File: src/rtl/alu_seq_pkg.sv
// alu_seq_pkg: op codes, flag bit positions and FSM states shared by alu_seq
package alu_seq_pkg;
    localparam logic [2:0] OP_ADD  = 3'b000;
    localparam logic [2:0] OP_SUB  = 3'b001;
    localparam logic [2:0] OP_AND  = 3'b010;
    localparam logic [2:0] OP_OR   = 3'b011;
    localparam logic [2:0] OP_NOT  = 3'b100;
    localparam logic [2:0] OP_SHL  = 3'b101;
    localparam logic [2:0] OP_PASS = 3'b110;
    localparam logic [2:0] OP_MUL  = 3'b111;
    localparam int FLG_Z = 0;
    localparam int FLG_N = 1;
    localparam int FLG_C = 2;
    localparam int FLG_V = 3;
    typedef enum logic {ST_IDLE, ST_MUL} state_t;
endpackage

File: src/rtl/alu_mul_iter.sv
// alu_mul_iter: shift-add multiplier, one multiplier bit per cycle, done pulses when prod is final
module alu_mul_iter #(
    parameter int WIDTH = 16,
    localparam int CNT_W = $clog2(WIDTH + 1)
) (
    input  logic                 CLK,
    input  logic                 RST,
    input  logic                 load,
    input  logic [WIDTH-1:0]     a,
    input  logic [WIDTH-1:0]     b,
    output logic [2*WIDTH-1:0]   prod,
    output logic                 done
);
    logic [2*WIDTH-1:0] mcand;
    logic [WIDTH-1:0]   mplier;
    logic [CNT_W-1:0]   cnt;
    // bit 0 is consumed on load, so WIDTH-1 further steps finish the product
    always_ff @(posedge CLK) begin
        if (RST) begin
            prod   <= '0;
            mcand  <= '0;
            mplier <= '0;
            cnt    <= '0;
            done   <= 1'b0;
        end else begin
            done <= !load && cnt == CNT_W'(1);
            if (load) begin
                prod   <= b[0] ? {{WIDTH{1'b0}}, a} : '0;
                mcand  <= {{(WIDTH-1){1'b0}}, a, 1'b0};
                mplier <= b >> 1;
                cnt    <= CNT_W'(WIDTH - 1);
            end else if (cnt != '0) begin
                prod   <= prod + (mplier[0] ? mcand : '0);
                mcand  <= mcand << 1;
                mplier <= mplier >> 1;
                cnt    <= cnt - 1'b1;
            end
        end
    end
endmodule

File: src/rtl/alu_seq.sv
// alu_seq: registered ALU with N/Z/C/V flags and START/BUSY/DONE handshake
// Define ALU_SEQ_MUL_EN to build the iterative multiplier; otherwise OP=111 yields zero in one cycle.
module alu_seq
    import alu_seq_pkg::*;
#(
    parameter int WIDTH = 16
) (
    input  logic             CLK,
    input  logic             RST,
    input  logic             START,
    input  logic [2:0]       OP,
    input  logic             FLGON,
    input  logic [WIDTH-1:0] D1,
    input  logic [WIDTH-1:0] D2,
    output logic [WIDTH-1:0] ALUREG,
    output logic [3:0]       FLG,
    output logic             BUSY,
    output logic             DONE
);
    localparam int SW = $clog2(WIDTH);
    state_t             state, state_nx;
    logic [WIDTH:0]     sum, diff, shl;
    logic [WIDTH-1:0]   res;
    logic [3:0]         flags, mul_flags;
    logic [2:0]         sel;
    logic               c, v, start_mul, mul_done;
    logic [2*WIDTH-1:0] mul_prod;
`ifdef ALU_SEQ_MUL_EN
    assign start_mul = START && !FLGON && OP == OP_MUL && state == ST_IDLE;
    alu_mul_iter #(.WIDTH(WIDTH)) u_mul (
        .CLK  (CLK),
        .RST  (RST),
        .load (start_mul),
        .a    (D1),
        .b    (D2),
        .prod (mul_prod),
        .done (mul_done)
    );
`else
    assign start_mul = 1'b0;
    assign mul_done  = 1'b0;
    assign mul_prod  = '0;
`endif
    assign BUSY      = state == ST_MUL;
    assign mul_flags = {1'b0, |mul_prod[2*WIDTH-1:WIDTH], mul_prod[WIDTH-1], mul_prod[WIDTH-1:0] == '0};
    // compare mode reuses the subtract path so its flags match SUB exactly
    always_comb begin
        sel  = FLGON ? OP_SUB : OP;
        sum  = {1'b0, D1} + {1'b0, D2};
        diff = {1'b0, D1} - {1'b0, D2};
        shl  = {1'b0, D1} << D2[SW-1:0];
        res  = '0;
        c    = 1'b0;
        v    = 1'b0;
        case (sel)
            OP_ADD: begin
                res = sum[WIDTH-1:0];
                c   = sum[WIDTH];
                v   = (D1[WIDTH-1] == D2[WIDTH-1]) && (sum[WIDTH-1] != D1[WIDTH-1]);
            end
            OP_SUB: begin
                res = diff[WIDTH-1:0];
                c   = diff[WIDTH];
                v   = (D1[WIDTH-1] != D2[WIDTH-1]) && (diff[WIDTH-1] != D1[WIDTH-1]);
            end
            OP_AND:  res = D1 & D2;
            OP_OR:   res = D1 | D2;
            OP_NOT:  res = ~D1;
            OP_SHL: begin
                res = shl[WIDTH-1:0];
                c   = shl[WIDTH];
            end
            OP_PASS: res = D2;
            default: res = '0;
        endcase
        flags        = '0;
        flags[FLG_Z] = res == '0;
        flags[FLG_N] = res[WIDTH-1];
        flags[FLG_C] = c;
        flags[FLG_V] = v;
    end
    always_comb begin
        state_nx = start_mul ? ST_MUL : (state == ST_MUL && mul_done) ? ST_IDLE : state;
    end
    always_ff @(posedge CLK) begin
        if (RST) begin
            state  <= ST_IDLE;
            ALUREG <= '0;
            FLG    <= '0;
            DONE   <= 1'b0;
        end else begin
            state <= state_nx;
            DONE  <= 1'b0;
            if (state == ST_MUL) begin
                if (mul_done) begin
                    ALUREG <= mul_prod[WIDTH-1:0];
                    FLG    <= mul_flags;
                    DONE   <= 1'b1;
                end
            end else if (START && !start_mul) begin
                if (!FLGON) ALUREG <= res;
                FLG  <= flags;
                DONE <= 1'b1;
            end
        end
    end
endmodule

File: config.mk
export PLATFORM = sky130hd
export DESIGN_NAME = alu_seq
export DESIGN_NICKNAME = d
export VERILOG_FILES = /design/src/rtl/alu_seq_pkg.sv /design/src/rtl/alu_mul_iter.sv /design/src/rtl/alu_seq.sv
export SDC_FILE = /design/constraint.sdc
export NUM_CORES = 1
export LEC_CHECK = 0
export CORE_MARGIN = 4
export CORE_UTILIZATION = 25
export CTS_BUF_LIST = sky130_fd_sc_hd__clkbuf_4
export DETAILED_ROUTE_END_ITERATION = 16
export DONT_BUFFER_PORTS = 1
export SYNTH_ARGS = -nofsm -noshare
export SYNTH_HDL_FRONTEND = slang
export SYNTH_HIERARCHICAL = 1
export SYNTH_SLANG_ARGS = --single-unit
File: constraint.sdc
create_clock -name CLK -period 4.8 [get_ports CLK]
set_clock_uncertainty 0.2 [all_clocks]
set_input_delay 0.96 -clock CLK [delete_from_list [all_inputs] [get_ports CLK]]
set_output_delay 0.96 -clock CLK [all_outputs]
set_load 0.02 [all_outputs]
==> results.ini <==
[run_status]
status=completed

[synthesis]
ys_ff_latch=21
yosys_most_used_dff=dfxtp_1
netlist_instances=538
synth_area_sq_um=4050
syn-num-nets=629
ys_seq_area_frac=0.104
yosysTopAreaCell=ha_1
post_synth.cell_area_avg_sq_um=7.53
synth_top_area_frac=0.154
ys_types=82
async_flop_share=0
yosysWarningCount=6
synthTopCellsByArea=ha_1, dfxtp_1, mux4_2
synth-edff-count=0

[sta]
setup-violations-final=0
worst_pin_slew_ns=1.06
fmax_mhz=266
report.final.slew_viol_count=0
tns_ns=0
period_needed_ns=3.76
rsz0062_at_grt=false
finalCritPeriodShare=0.784
hold_violations=0
slew_headroom=0.294

[routing]
drt-total-wl_mm=15.1
firstDrtPassIters=5
route.antenna.remaining_nets=0
drt_iter0_drc=430
vias=4190
wl_per_cell_um=20.7
drt-vias-per-instance=5.74
drc=0

[grt]
grt_usage=0.159
globalRouteMet2Util=0.261
grt_max_degree=30
grtUsageMet1=0.194
grt-busiest-layer=met2
grt_pass1_vias=4059
grt_overflow=0
antenna_found_initial=0
use_met3=0.0527
grt_first_pass_wirelength_mm=23.3

[worst_setup_path]
reg2reg_slack_ns=3.41
cp.arrival_ns=3.71
cp.required_ns=4.75
r2r-start=FLG[2]
cp_max_fo=24
path_cells=clkinv_1 -> ha_1 -> inv_1 -> o221ai_1 -> a31oi_2 -> nand3_1 -> a221oi_1 -> a221oi_1 -> a221o_1 -> a21oi_1 -> a21oi_1
endpoint=ALUREG[15]
cpMaxStageDelayCell=ha_1
start_kind=input port
end_kind=flop
path_class=input port to flop
crit_start=D2[2]
critical-path-max-stage-delay_ns=0.46
rr_endpoint=FLG[2]
ff2ff_path_depth=4

[floorplan]
coreArea_sq_um=15900
dieArea_sq_um=18300
initial_core_util=0.255
placement_rows=46
top_level_ports=61
die_x_um=135
die_h_um=135

[placed_design]
port_buffers=0
dpl_cell_area_sq_um=4210
dp.cells=726
gp_congestion=0.918
dpl.hpwl_mm=11.7

[layout]
final_nets=606
finalNonFillerCells=730
diodes=0
postLayoutCellArea_sq_um=4240
final_layout_size_suffix_gt1_frac=0.0798
fillers=1759
seq_area_sq_um=420
multi_input_area_sq_um=3280
area_growth_pct=4.57

[cts]
ctsRootBufferMaster=clkbuf_4
hold_buffers=0
clk_pin_slew_worst_paths_ns=0.11
cts.sinks=21
cts_buffer_depth=2
cts_made_buffers=3
insertion_delay_ns=0.29
cts-resized-gates=0
post_cts_buffers=0
cts_tree=yes
h-tree-depth=1

[power]
vdd_drop_max_mv=0.0718
pwr_density_cell_nw_per_um2=160
p_leak_nw=1.73

[worst_hold_path]
hold_path.class=flop to flop

[flow_run]
maxCapViolations=0

==> area by class of cell <==
class | instances | share of cell area
inverters | 54 | 0.0478
repair buffers | 5 | 0.00886
multi-input cells | 430 | 0.773
clock buffers | 4 | 0.00709
flip-flops and latches | 21 | 0.0992
well taps | 216 | 0.0638
==> cell families after synthesis <==
| kind of cell | synth area share |
|---|---|
| buffers and inverters | 0.0883 |
| AOI/OAI and AO/OA | 0.333 |
| adders and majority gates | 0.164 |
| muxes | 0.101 |
| DFF | 0.104 |
| other | 0.000926 |
| xor gates and xnor gates | 0.0130 |
| and+or+nand+nor | 0.196 |
==> Yosys cell counts (all sizes together), types with 4 or more instances <==
master,count
and2,6
a221o,11
nand2b,6
buf,16
nor4,4
nand3,12
o21ai,26
mux4,10
ha,50
o221ai,11
or2,8
o22ai,10
nand2,41
o21a,5
clkbuf,17
a22oi,4
a21o,4
nor3,10
mux2i,13
a211oi,20
a221oi,9
inv,52
o211ai,6
dfxtp,21
mux2,4
xnor2,5
nor2,51
o31ai,4
a21oi,36
==> where the power goes <==
part           switching [mW]  internal [mW]  total, mW  leakage, nW
logic                   0.222          0.154      0.377         1.54
registers              0.0240          0.187      0.211        0.173
clock network          0.0513         0.0380     0.0893       0.0184
==> flip-flops by register name (all words and copies together), names as in the netlist <==
signal  cells
FLG         4
DONE        1
ALUREG     16
==> critical path: cells and delay by family <==
family | cells | cell delay, ns
AOI/OAI and AO/OA | 7 | 1.83
adders and majority gates | 1 | 0.46
buffers and inverters | 2 | 0.32
and+or+nand+nor | 1 | 0.13
==> stage by stage <==
stage          worst slack [ns]  power (mW)  hold slack [ns]  utilization
6_report                   1.04       0.676            0.395        0.267
5_1_grt                   0.835       0.721            0.420        0.267
4_1_cts                    1.10       0.671            0.401        0.267
3_5_place_dp              0.766       0.581            0.385        0.265
3_3_place_gp              0.829       0.581            0.384        0.265
2_1_floorplan             0.975       0.506            0.350            -
==> routing by layer <==
layer	up-vias	share of wire
met1	1980	0.41
met5	-	0
met2	194	0.45
met4	0	0.037
met3	40	0.10
li1	1976	-
==> placed cells by master, fill, tap and decap left out, types with 11 or more instances in the layout <==
cell type	instances
o21ai_0	24
a221o_1	11
ha_1	50
nand3_1	12
inv_1	52
a211oi_1	18
a21oi_1	36
nand2_1	41
o221ai_1	11
nor2_1	49
dfxtp_1	21
mux2i_1	13
==> worst min path at each step <==
stage / from / endpoint / slack [ns] / cells past startpoint
4_1_cts: ALUREG[10] / ALUREG[10] / 0.40 / 2
6_report: ALUREG[10] / ALUREG[10] / 0.40 / 2
3_3_place_gp: ALUREG[10] / ALUREG[10] / 0.38 / 2
3_5_place_dp: ALUREG[10] / ALUREG[10] / 0.39 / 2
2_1_floorplan: FLG[2] / FLG[2] / 0.35 / 2
5_1_grt: ALUREG[10] / ALUREG[10] / 0.42 / 2
Note: power is estimated with default switching activity, not from simulation.
